==> src/rtl/axil_sdram_bridge_if.sv <==
// AXI4-Lite channel bundle between an interconnect master and the SDRAM bridge.
// Ports (signals): AW (awaddr/awprot/awvalid/awready), W (wdata/wstrb/wvalid/wready),
// B (bresp/bvalid/bready), AR (araddr/arprot/arvalid/arready), R (rdata/rresp/rvalid/rready).
// The master modport drives requests; the slave modport drives readies and responses.
interface axil_sdram_bridge_if #(
    parameter int ADDR_WIDTH = 32,
    parameter int DATA_WIDTH = 32,
    parameter int STRB_WIDTH = DATA_WIDTH / 8
);
    logic [ADDR_WIDTH-1:0] awaddr;
    logic [2:0]            awprot;
    logic                  awvalid;
    logic                  awready;

    logic [DATA_WIDTH-1:0] wdata;
    logic [STRB_WIDTH-1:0] wstrb;
    logic                  wvalid;
    logic                  wready;

    logic [1:0]            bresp;
    logic                  bvalid;
    logic                  bready;

    logic [ADDR_WIDTH-1:0] araddr;
    logic [2:0]            arprot;
    logic                  arvalid;
    logic                  arready;

    logic [DATA_WIDTH-1:0] rdata;
    logic [1:0]            rresp;
    logic                  rvalid;
    logic                  rready;

    modport master (
        output awaddr, awprot, awvalid, input awready,
        output wdata, wstrb, wvalid,    input wready,
        input  bresp, bvalid,           output bready,
        output araddr, arprot, arvalid, input arready,
        input  rdata, rresp, rvalid,    output rready
    );

    modport slave (
        input  awaddr, awprot, awvalid, output awready,
        input  wdata, wstrb, wvalid,    output wready,
        output bresp, bvalid,           input bready,
        input  araddr, arprot, arvalid, output arready,
        output rdata, rresp, rvalid,    input rready
    );
endinterface

==> src/rtl/axil_sdram_bridge.sv <==
// AXI4-Lite slave that splits each AXI word access into BEATS native-width
// commands on an SDRAM-controller host port. One transaction in flight; AW, W
// and AR each have a one-entry holding register so new requests can be
// accepted while the current one runs. Reads and writes are arbitrated
// round-robin when both are pending.
//
// Ports:
//   aclk, aresetn       clock; asynchronous active-low reset
//   s_axil              AXI4-Lite slave (axil_sdram_bridge_if.slave)
//   mem_addr            beat address in MEM_DATA_WIDTH units
//   mem_wdata/wmask     beat write data; wmask bit = 1 means byte not written
//   mem_wr_enable       one-cycle write command
//   mem_rd_enable       one-cycle read command
//   mem_rdata/rd_ready  read data and its one-cycle strobe
//   mem_busy            controller cannot take a command this cycle
//
// state    | meaning
// IDLE     | wait for a complete write (AW+W) or a read (AR), arbitrate
// WR_ISSUE | emit one write beat per cycle, skipping beats with no strobes
// RD_ISSUE | emit the read command for the current beat
// RD_WAIT  | wait for mem_rd_ready, capture the beat
// WR_RESP  | hold bvalid/bresp until bready
// RD_RESP  | hold rvalid/rdata/rresp until rready
module axil_sdram_bridge #(
    parameter int ADDR_WIDTH     = 32,
    parameter int DATA_WIDTH     = 32,
    parameter int STRB_WIDTH     = DATA_WIDTH / 8,
    parameter int MEM_DATA_WIDTH = 16,
    parameter int MEM_ADDR_WIDTH = 24
) (
    input  logic                        aclk,
    input  logic                        aresetn,
    axil_sdram_bridge_if.slave          s_axil,
    output logic [MEM_ADDR_WIDTH-1:0]   mem_addr,
    output logic [MEM_DATA_WIDTH-1:0]   mem_wdata,
    output logic [MEM_DATA_WIDTH/8-1:0] mem_wmask,
    output logic                        mem_wr_enable,
    output logic                        mem_rd_enable,
    input  logic [MEM_DATA_WIDTH-1:0]   mem_rdata,
    input  logic                        mem_rd_ready,
    input  logic                        mem_busy
);

    localparam int BEATS      = DATA_WIDTH / MEM_DATA_WIDTH;
    localparam int MEM_STRB   = MEM_DATA_WIDTH / 8;
    localparam int BYTE_SHIFT = $clog2(MEM_STRB);
    localparam int BEAT_W     = (BEATS > 1) ? $clog2(BEATS) : 1;
    localparam int ADDR_HI    = MEM_ADDR_WIDTH + BYTE_SHIFT;
    localparam logic [BEAT_W-1:0] LAST_BEAT = BEAT_W'(BEATS - 1);

    typedef enum logic [2:0] {
        IDLE,
        WR_ISSUE,
        RD_ISSUE,
        RD_WAIT,
        WR_RESP,
        RD_RESP
    } state_t;

    state_t                state, state_next;
    logic [BEAT_W-1:0]     beat, beat_next;

    logic                  aw_full, aw_full_d, awready_q;
    logic [ADDR_WIDTH-1:0] aw_addr_q;
    logic                  w_full, w_full_d, wready_q;
    logic [DATA_WIDTH-1:0] w_data_q;
    logic [STRB_WIDTH-1:0] w_strb_q;
    logic                  ar_full, ar_full_d, arready_q;
    logic [ADDR_WIDTH-1:0] ar_addr_q;

    logic                  prefer_wr;
    logic                  resp_err;
    logic [DATA_WIDTH-1:0] rdata_q;

    logic                  aw_hs, w_hs, ar_hs;
    logic                  wr_grant, rd_grant, grant_err;
    logic                  wr_done, rd_done, rd_capture;
    logic                  wr_oor, rd_oor, last_beat;
    logic [MEM_DATA_WIDTH-1:0] cur_wdata;
    logic [MEM_STRB-1:0]   cur_strb;
    logic                  unused_prot;

    // Any address bit at or above the host-port byte span makes the access out of range.
    function automatic logic out_of_range(input logic [ADDR_WIDTH-1:0] a);
        logic hit;
        hit = 1'b0;
        for (int i = ADDR_HI; i < ADDR_WIDTH; i++) begin
            hit = hit | a[i];
        end
        return hit;
    endfunction

    // Byte address -> beat address: drop the in-beat byte bits, align down to a
    // whole AXI word, then add the beat index.
    function automatic logic [MEM_ADDR_WIDTH-1:0] beat_addr(
        input logic [ADDR_WIDTH-1:0] a,
        input logic [BEAT_W-1:0]     b
    );
        logic [ADDR_WIDTH-1:0] word;
        word = a >> BYTE_SHIFT;
        return (MEM_ADDR_WIDTH'(word) & ~MEM_ADDR_WIDTH'(BEATS - 1)) + MEM_ADDR_WIDTH'(b);
    endfunction

    assign aw_hs = s_axil.awvalid & awready_q;
    assign w_hs  = s_axil.wvalid  & wready_q;
    assign ar_hs = s_axil.arvalid & arready_q;

    assign s_axil.awready = awready_q;
    assign s_axil.wready  = wready_q;
    assign s_axil.arready = arready_q;
    assign s_axil.bresp   = (state == WR_RESP && resp_err) ? 2'b10 : 2'b00;
    assign s_axil.rresp   = (state == RD_RESP && resp_err) ? 2'b10 : 2'b00;
    assign s_axil.rdata   = rdata_q;

    assign cur_wdata = w_data_q[int'(beat)*MEM_DATA_WIDTH +: MEM_DATA_WIDTH];
    assign cur_strb  = w_strb_q[int'(beat)*MEM_STRB +: MEM_STRB];
    assign last_beat = (beat == LAST_BEAT);
    assign wr_oor    = out_of_range(aw_addr_q);
    assign rd_oor    = out_of_range(ar_addr_q);

    assign unused_prot = ^{s_axil.awprot, s_axil.arprot};

    // Holding-register occupancy. A clear only happens while the register is
    // full (ready low), so it can never collide with a load.
    always_comb begin
        aw_full_d = aw_full;
        w_full_d  = w_full;
        ar_full_d = ar_full;
        if (wr_done) begin
            aw_full_d = 1'b0;
            w_full_d  = 1'b0;
        end else begin
            if (aw_hs) aw_full_d = 1'b1;
            if (w_hs)  w_full_d  = 1'b1;
        end
        if (rd_done)    ar_full_d = 1'b0;
        else if (ar_hs) ar_full_d = 1'b1;
    end

    always_ff @(posedge aclk or negedge aresetn) begin
        if (!aresetn) begin
            state <= IDLE;
            beat  <= '0;
        end else begin
            state <= state_next;
            beat  <= beat_next;
        end
    end

    always_ff @(posedge aclk or negedge aresetn) begin
        if (!aresetn) begin
            aw_full   <= 1'b0;
            w_full    <= 1'b0;
            ar_full   <= 1'b0;
            awready_q <= 1'b0;
            wready_q  <= 1'b0;
            arready_q <= 1'b0;
            aw_addr_q <= '0;
            w_data_q  <= '0;
            w_strb_q  <= '0;
            ar_addr_q <= '0;
            prefer_wr <= 1'b1;
            resp_err  <= 1'b0;
            rdata_q   <= '0;
        end else begin
            aw_full   <= aw_full_d;
            w_full    <= w_full_d;
            ar_full   <= ar_full_d;
            awready_q <= ~aw_full_d;
            wready_q  <= ~w_full_d;
            arready_q <= ~ar_full_d;
            if (aw_hs) aw_addr_q <= s_axil.awaddr;
            if (w_hs) begin
                w_data_q <= s_axil.wdata;
                w_strb_q <= s_axil.wstrb;
            end
            if (ar_hs) ar_addr_q <= s_axil.araddr;

            if (wr_grant)      prefer_wr <= 1'b0;
            else if (rd_grant) prefer_wr <= 1'b1;

            if (wr_grant || rd_grant) resp_err <= grant_err;

            if (rd_grant && rd_oor) begin
                rdata_q <= '0;
            end else if (rd_capture) begin
                rdata_q[int'(beat)*MEM_DATA_WIDTH +: MEM_DATA_WIDTH] <= mem_rdata;
            end
        end
    end

    always_comb begin
        state_next    = state;
        beat_next     = beat;
        wr_grant      = 1'b0;
        rd_grant      = 1'b0;
        grant_err     = 1'b0;
        wr_done       = 1'b0;
        rd_done       = 1'b0;
        rd_capture    = 1'b0;
        mem_addr      = '0;
        mem_wdata     = '0;
        mem_wmask     = '0;
        mem_wr_enable = 1'b0;
        mem_rd_enable = 1'b0;
        s_axil.bvalid = 1'b0;
        s_axil.rvalid = 1'b0;

        case (state)
            IDLE: begin
                beat_next = '0;
                if (aw_full && w_full && (!ar_full || prefer_wr)) begin
                    wr_grant  = 1'b1;
                    grant_err = wr_oor;
                    if (wr_oor) begin
                        wr_done    = 1'b1;
                        state_next = WR_RESP;
                    end else begin
                        state_next = WR_ISSUE;
                    end
                end else if (ar_full) begin
                    rd_grant  = 1'b1;
                    grant_err = rd_oor;
                    if (rd_oor) begin
                        rd_done    = 1'b1;
                        state_next = RD_RESP;
                    end else begin
                        state_next = RD_ISSUE;
                    end
                end
            end

            WR_ISSUE: begin
                mem_addr  = beat_addr(aw_addr_q, beat);
                mem_wdata = cur_wdata;
                mem_wmask = ~cur_strb;
                // A beat with no strobes is skipped even while the controller is busy.
                if (cur_strb == '0 || !mem_busy) begin
                    mem_wr_enable = (cur_strb != '0);
                    if (last_beat) begin
                        wr_done    = 1'b1;
                        state_next = WR_RESP;
                    end else begin
                        beat_next = beat + 1'b1;
                    end
                end
            end

            RD_ISSUE: begin
                mem_addr = beat_addr(ar_addr_q, beat);
                if (!mem_busy) begin
                    mem_rd_enable = 1'b1;
                    state_next    = RD_WAIT;
                end
            end

            RD_WAIT: begin
                if (mem_rd_ready) begin
                    rd_capture = 1'b1;
                    if (last_beat) begin
                        rd_done    = 1'b1;
                        state_next = RD_RESP;
                    end else begin
                        beat_next  = beat + 1'b1;
                        state_next = RD_ISSUE;
                    end
                end
            end

            WR_RESP: begin
                s_axil.bvalid = 1'b1;
                if (s_axil.bready) state_next = IDLE;
            end

            RD_RESP: begin
                s_axil.rvalid = 1'b1;
                if (s_axil.rready) state_next = IDLE;
            end

            default: state_next = IDLE;
        endcase
    end

endmodule
==> src/flat_wrapper.sv <==
// flat-port wrapper written by rule: the top's interface ports become plain ports
module axil_sdram_bridge_flat 
#(
    parameter int ADDR_WIDTH     = 32,
    parameter int DATA_WIDTH     = 32,
    parameter int STRB_WIDTH     = DATA_WIDTH / 8,
    parameter int MEM_DATA_WIDTH = 16,
    parameter int MEM_ADDR_WIDTH = 24
)
  (aclk, aresetn, mem_addr, mem_wdata, mem_wmask, mem_wr_enable, mem_rd_enable, mem_rdata, mem_rd_ready, mem_busy, s_axil_awaddr, s_axil_awprot, s_axil_awvalid, s_axil_awready, s_axil_wdata, s_axil_wstrb, s_axil_wvalid, s_axil_wready, s_axil_bresp, s_axil_bvalid, s_axil_bready, s_axil_araddr, s_axil_arprot, s_axil_arvalid, s_axil_arready, s_axil_rdata, s_axil_rresp, s_axil_rvalid, s_axil_rready);
  axil_sdram_bridge_if #(.ADDR_WIDTH(ADDR_WIDTH), .DATA_WIDTH(DATA_WIDTH), .STRB_WIDTH(STRB_WIDTH)) s_axil_i ();
  input  logic aclk;
  input  logic aresetn;
  output logic [MEM_ADDR_WIDTH-1:0] mem_addr;
  output logic [MEM_DATA_WIDTH-1:0] mem_wdata;
  output logic [MEM_DATA_WIDTH/8-1:0] mem_wmask;
  output logic mem_wr_enable;
  output logic mem_rd_enable;
  input  logic [MEM_DATA_WIDTH-1:0] mem_rdata;
  input  logic mem_rd_ready;
  input  logic mem_busy;
  input wire logic [$bits(s_axil_i.awaddr)-1:0] s_axil_awaddr;
  input wire logic [$bits(s_axil_i.awprot)-1:0] s_axil_awprot;
  input wire logic [$bits(s_axil_i.awvalid)-1:0] s_axil_awvalid;
  output wire logic [$bits(s_axil_i.awready)-1:0] s_axil_awready;
  input wire logic [$bits(s_axil_i.wdata)-1:0] s_axil_wdata;
  input wire logic [$bits(s_axil_i.wstrb)-1:0] s_axil_wstrb;
  input wire logic [$bits(s_axil_i.wvalid)-1:0] s_axil_wvalid;
  output wire logic [$bits(s_axil_i.wready)-1:0] s_axil_wready;
  output wire logic [$bits(s_axil_i.bresp)-1:0] s_axil_bresp;
  output wire logic [$bits(s_axil_i.bvalid)-1:0] s_axil_bvalid;
  input wire logic [$bits(s_axil_i.bready)-1:0] s_axil_bready;
  input wire logic [$bits(s_axil_i.araddr)-1:0] s_axil_araddr;
  input wire logic [$bits(s_axil_i.arprot)-1:0] s_axil_arprot;
  input wire logic [$bits(s_axil_i.arvalid)-1:0] s_axil_arvalid;
  output wire logic [$bits(s_axil_i.arready)-1:0] s_axil_arready;
  output wire logic [$bits(s_axil_i.rdata)-1:0] s_axil_rdata;
  output wire logic [$bits(s_axil_i.rresp)-1:0] s_axil_rresp;
  output wire logic [$bits(s_axil_i.rvalid)-1:0] s_axil_rvalid;
  input wire logic [$bits(s_axil_i.rready)-1:0] s_axil_rready;
  assign s_axil_i.awaddr = s_axil_awaddr;
  assign s_axil_i.awprot = s_axil_awprot;
  assign s_axil_i.awvalid = s_axil_awvalid;
  assign s_axil_awready = s_axil_i.awready;
  assign s_axil_i.wdata = s_axil_wdata;
  assign s_axil_i.wstrb = s_axil_wstrb;
  assign s_axil_i.wvalid = s_axil_wvalid;
  assign s_axil_wready = s_axil_i.wready;
  assign s_axil_bresp = s_axil_i.bresp;
  assign s_axil_bvalid = s_axil_i.bvalid;
  assign s_axil_i.bready = s_axil_bready;
  assign s_axil_i.araddr = s_axil_araddr;
  assign s_axil_i.arprot = s_axil_arprot;
  assign s_axil_i.arvalid = s_axil_arvalid;
  assign s_axil_arready = s_axil_i.arready;
  assign s_axil_rdata = s_axil_i.rdata;
  assign s_axil_rresp = s_axil_i.rresp;
  assign s_axil_rvalid = s_axil_i.rvalid;
  assign s_axil_i.rready = s_axil_rready;
  axil_sdram_bridge #(.ADDR_WIDTH(ADDR_WIDTH), .DATA_WIDTH(DATA_WIDTH), .STRB_WIDTH(STRB_WIDTH), .MEM_DATA_WIDTH(MEM_DATA_WIDTH), .MEM_ADDR_WIDTH(MEM_ADDR_WIDTH)) u_core (.aclk(aclk), .aresetn(aresetn), .s_axil(s_axil_i), .mem_addr(mem_addr), .mem_wdata(mem_wdata), .mem_wmask(mem_wmask), .mem_wr_enable(mem_wr_enable), .mem_rd_enable(mem_rd_enable), .mem_rdata(mem_rdata), .mem_rd_ready(mem_rd_ready), .mem_busy(mem_busy));
endmodule
==> config.mk <==
export PLATFORM = sky130hd
export DESIGN_NAME = axil_sdram_bridge_flat
export DESIGN_NICKNAME = d
export VERILOG_FILES = /design/src/rtl/axil_sdram_bridge_if.sv /design/src/rtl/axil_sdram_bridge.sv /design/src/flat_wrapper.sv
export SDC_FILE = /design/constraint.sdc
export NUM_CORES = 1
export LEC_CHECK = 0
export CAP_MARGIN = 10
export CORE_UTILIZATION = 55
export CTS_CLUSTER_SIZE = 28
export DETAILED_ROUTE_END_ITERATION = 7
export DONT_BUFFER_PORTS = 1
export PLACE_DENSITY = 0.7
export SYNTH_ARGS = -nofsm -noshare
export SYNTH_HDL_FRONTEND = slang
export SYNTH_SLANG_ARGS = --single-unit
==> constraint.sdc <==
create_clock -name aclk -period 2.2 [get_ports aclk]
set_input_delay 0.22 -clock aclk [delete_from_list [all_inputs] [get_ports aclk]]
set_output_delay 0.22 -clock aclk [all_outputs]
set_load 0.01 [all_outputs]
==> reports/results.txt <==
YS warnings - 0
Clk pwr share - 0.289
#FFs+latches synth - 140
share of cells above drive strength 1 - 0.2523
Final HPWL DP - 8.885 mm
Hold Buf Count CTS - 116
leak pwr - 0.003456 uW
Clock Sinks - 140
fin crit period - 2.118 ns
core footprint - 10,840 um2
total grt overflow - 0
Tightest Pin Transition - 0.6339 ns
vias in the first global route - 4,604
area leader, netlist - dfrtp_1
Layout Area Growth over Synthesis - 32.65%
Total Wirelength - 14.66 mm
crit start category - register
WS Path Type - reg2out
post-synth top area share - 0.5672
NumNets Final - 766
Hold Crit Class - in2async
Async SR Flop Fraction - 1.000
Final Core Density - 0.7503
Final Hold Vio Count - 140
VDD IR max - 803.6 uV
Final ANT Viol Nets - 0
Clock Skews - 0.004431 ns
Synth Flop Type - dfrtp_1
status - finished, violations left
pwr dens - 1302 nW/um2
IO Pins - 216
setup ws final - 0.08240 ns
Reg clk slew, reported paths - 0.06 ns
per-cell routed wire length - 18.65 um
Overall Power - 10,590 uW
Seq pwr share - 0.414
first-pass GRT wire length - 22.82 mm
fin. max-slew vios - 0
Die ar. - 11,580 um2
area of the mapped netlist - 6132 um2
Avg Cell Area, Syn - 11.98 um2
CTS tree - built
largest net degree at the start of global routing - 141
drt via density - 5.615
crit path capture type - output port
final setup vio count - 0
initial antenna violation count - 0
Switching Share - 0.3081
max_slew headroom - 0.5760
max-cap violations - 0
Die Span Y - 107.6 um
total track usage - 0.2607
Logic pwr share - 0.297
Critical Path AT - 1.90 ns
Mapped Cells - 512
TritonRoute pass-1 iters - 4
Initial DRC Count - 290
failing checks - hold timing
CTS root buffer - clkbuf_8
Clock Latency Late Sink - 0.52 ns
Net Switching - 3263 uW
Fmax - 0.4722 GHz
Via Count - 4,413
critical path required time - 1.98 ns
setup TNS after final layout - 0 ns
drt drc - 0
Post-synth EDFFs - 0
Int Pwr - 7328 uW
clock buffer depth - 2
worst hold margin - -0.6046 ns
Post-Place Cells - 634
Die X - 107.6 um
IO buf count - 0
H-tree levels - 4
sequential fraction of the synthesis area - 0.5715
CP Max Fanout - 11
ranking of synthesized cells by area - dfrtp_1 57%, mux2_2 18%, nand2_1 4.5%, a22o_1 3.3%, mux2i_1 2.8%
final cell count without fillers - 786
CTS Buf Count - 17
GPL Wtd Cong - 0.7879
period utilization - 0.9625
worst slack, placed - 0.3357 ns
Cell Rows - 38
ANT cells - 0
initial cell density of the core - 0.5657
Yosys cell types - 45
-- power groups by stage --
| stage | combinational [uW] | clock, uW | sequential [uW] |
|---|---|---|---|
| detailed placement | 2840 | 0 | 4370 |
| global route | 3430 | 3230 | 4510 |
| finish | 3140 | 3060 | 4390 |
| global placement | 2740 | 0 | 4290 |
| floorplan | 2450 | 0 | 4140 |
| CTS | 3070 | 3100 | 4340 |
-- layer usage --
metal	vias to the layer above	wire [um]	global-route usage
li1	2032	-	-
met1	2171	5914	0.3222
met5	-	0	0
met4	0	322	0.1155
met2	183	7265	0.4222
met3	27	1159	0.07869
-- final timing paths --
kind	from	to	slack [ns]	cells past startpoint
max	u_core.state[1]$_DFFE_PN0P_	mem_wdata[9]	0.08	3
min	aresetn	u_core.w_data_q[3]$_DFFE_PN0P_	-0.60	0
max reg2reg	u_core.state[0]$_DFFE_PN0P_	u_core.s_axil.rdata[21]$_DFFE_PN0P_	0.29	6
min reg2reg	u_core.aw_addr_q[14]$_DFFE_PN0P_	u_core.aw_addr_q[14]$_DFFE_PN0P_	0.51	1
max in group asynchronous	aresetn	u_core.prefer_wr$_DFFE_PN1P_	2.55	0
min in group aclk	mem_busy	u_core.state[1]$_DFFE_PN0P_	0.04	3
-- critical path, cell delays in order, from the launching register on --
cell and delay [ns]:
dfrtp_2 0.50, or3b_4 0.48, buf_4 0.19, nor2_1 0.21
-- cells in the mapped netlist (2+ instances only) --
master,instances
o21ai_1,14
a31oi_1,2
nand2_1,74
mux2i_1,17
mux2_2,96
dfrtp_1,139
buf_4,7
or3_1,3
clkbuf_1,9
and2_1,3
nand2b_1,5
o21ai_0,8
buf_1,2
a211oi_1,3
a21oi_1,25
nor2_1,27
inv_1,2
nor3_2,2
nor2b_1,4
buf_2,14
a22o_1,23
buf_6,2
nor3_1,8
nor3b_1,2
-- logic make-up (layout without fill, tap and decap cells) --
group           after synthesis  count (layout)  synth area share
simple gates                139             139            0.1045
compound gates               83              83           0.08774
buf+inv                      36             169           0.03163
other cells                   1               2         0.0006115
flops                       140             140            0.5715
mux                         113             113            0.2040
-- metrics by stage --
step                instance area, um2  hold slack [ns]
finish                            8134          -0.6046
global route                      8134          -0.6332
CTS                               8100          -0.6269
detailed placement                6259         -0.07120
global placement                  6259         -0.07285
floorplan                         6136         -0.07559
-- cells in the final DEF, fill, tap and decap left out, drive strengths merged, types with 2 or more instances in the layout --
cell,count
dfrtp,139
dlygate4sd3,116
mux2,96
nand2,74
nor2,27
a21oi,26
a22o,23
o21ai,22
buf,21
clkbuf,19
mux2i,17
nor3,11
bufinv,5
nand2b,5
nor2b,4
or3,4
and2,3
clkinvlp,3
inv,3
a211oi,3
nor3b,2
a31oi,2
conb,2
clkinv,2
nor4,2
or2,2
-- registers in the layout (all words and copies together), names as in the netlist --
name and cells:
u_core.resp_err 1, u_core.prefer_wr 1, u_core.w_full 1, u_core.ar_full 1, u_core.s_axil.rdata 32, u_core.w_data_q 32, u_core.beat 1, u_core.state 3
u_core.s_axil.arready 1, u_core.s_axil.wready 1, u_core.s_axil.awready 1, u_core.aw_full 1, u_core.ar_addr_q 30, u_core.aw_addr_q 30, u_core.w_strb_q 4
-- final cells by class --
| cell class | instances | area (um2) |
|---|---|---|
| Clock buffer | 19 | 441.7 |
| Inverter | 2 | 7.507 |
| Fill cell | 702 | 2706 |
| Tap cell | 140 | 175.2 |
| Timing Repair Buffer | 137 | 1339 |
| Sequential cell | 140 | 3508 |
| Clock inverter | 11 | 191.4 |
| Multi-Input combinational cell | 337 | 2471 |
-- repair_timing --
item	CTS	global route
endpoints found under the setup margin	38	35
pin swaps	2	0
buffers inserted	3	3
hold endpoints to repair	272	140
gates resized for setup	7	4
Power figures use the tool's default switching activity.
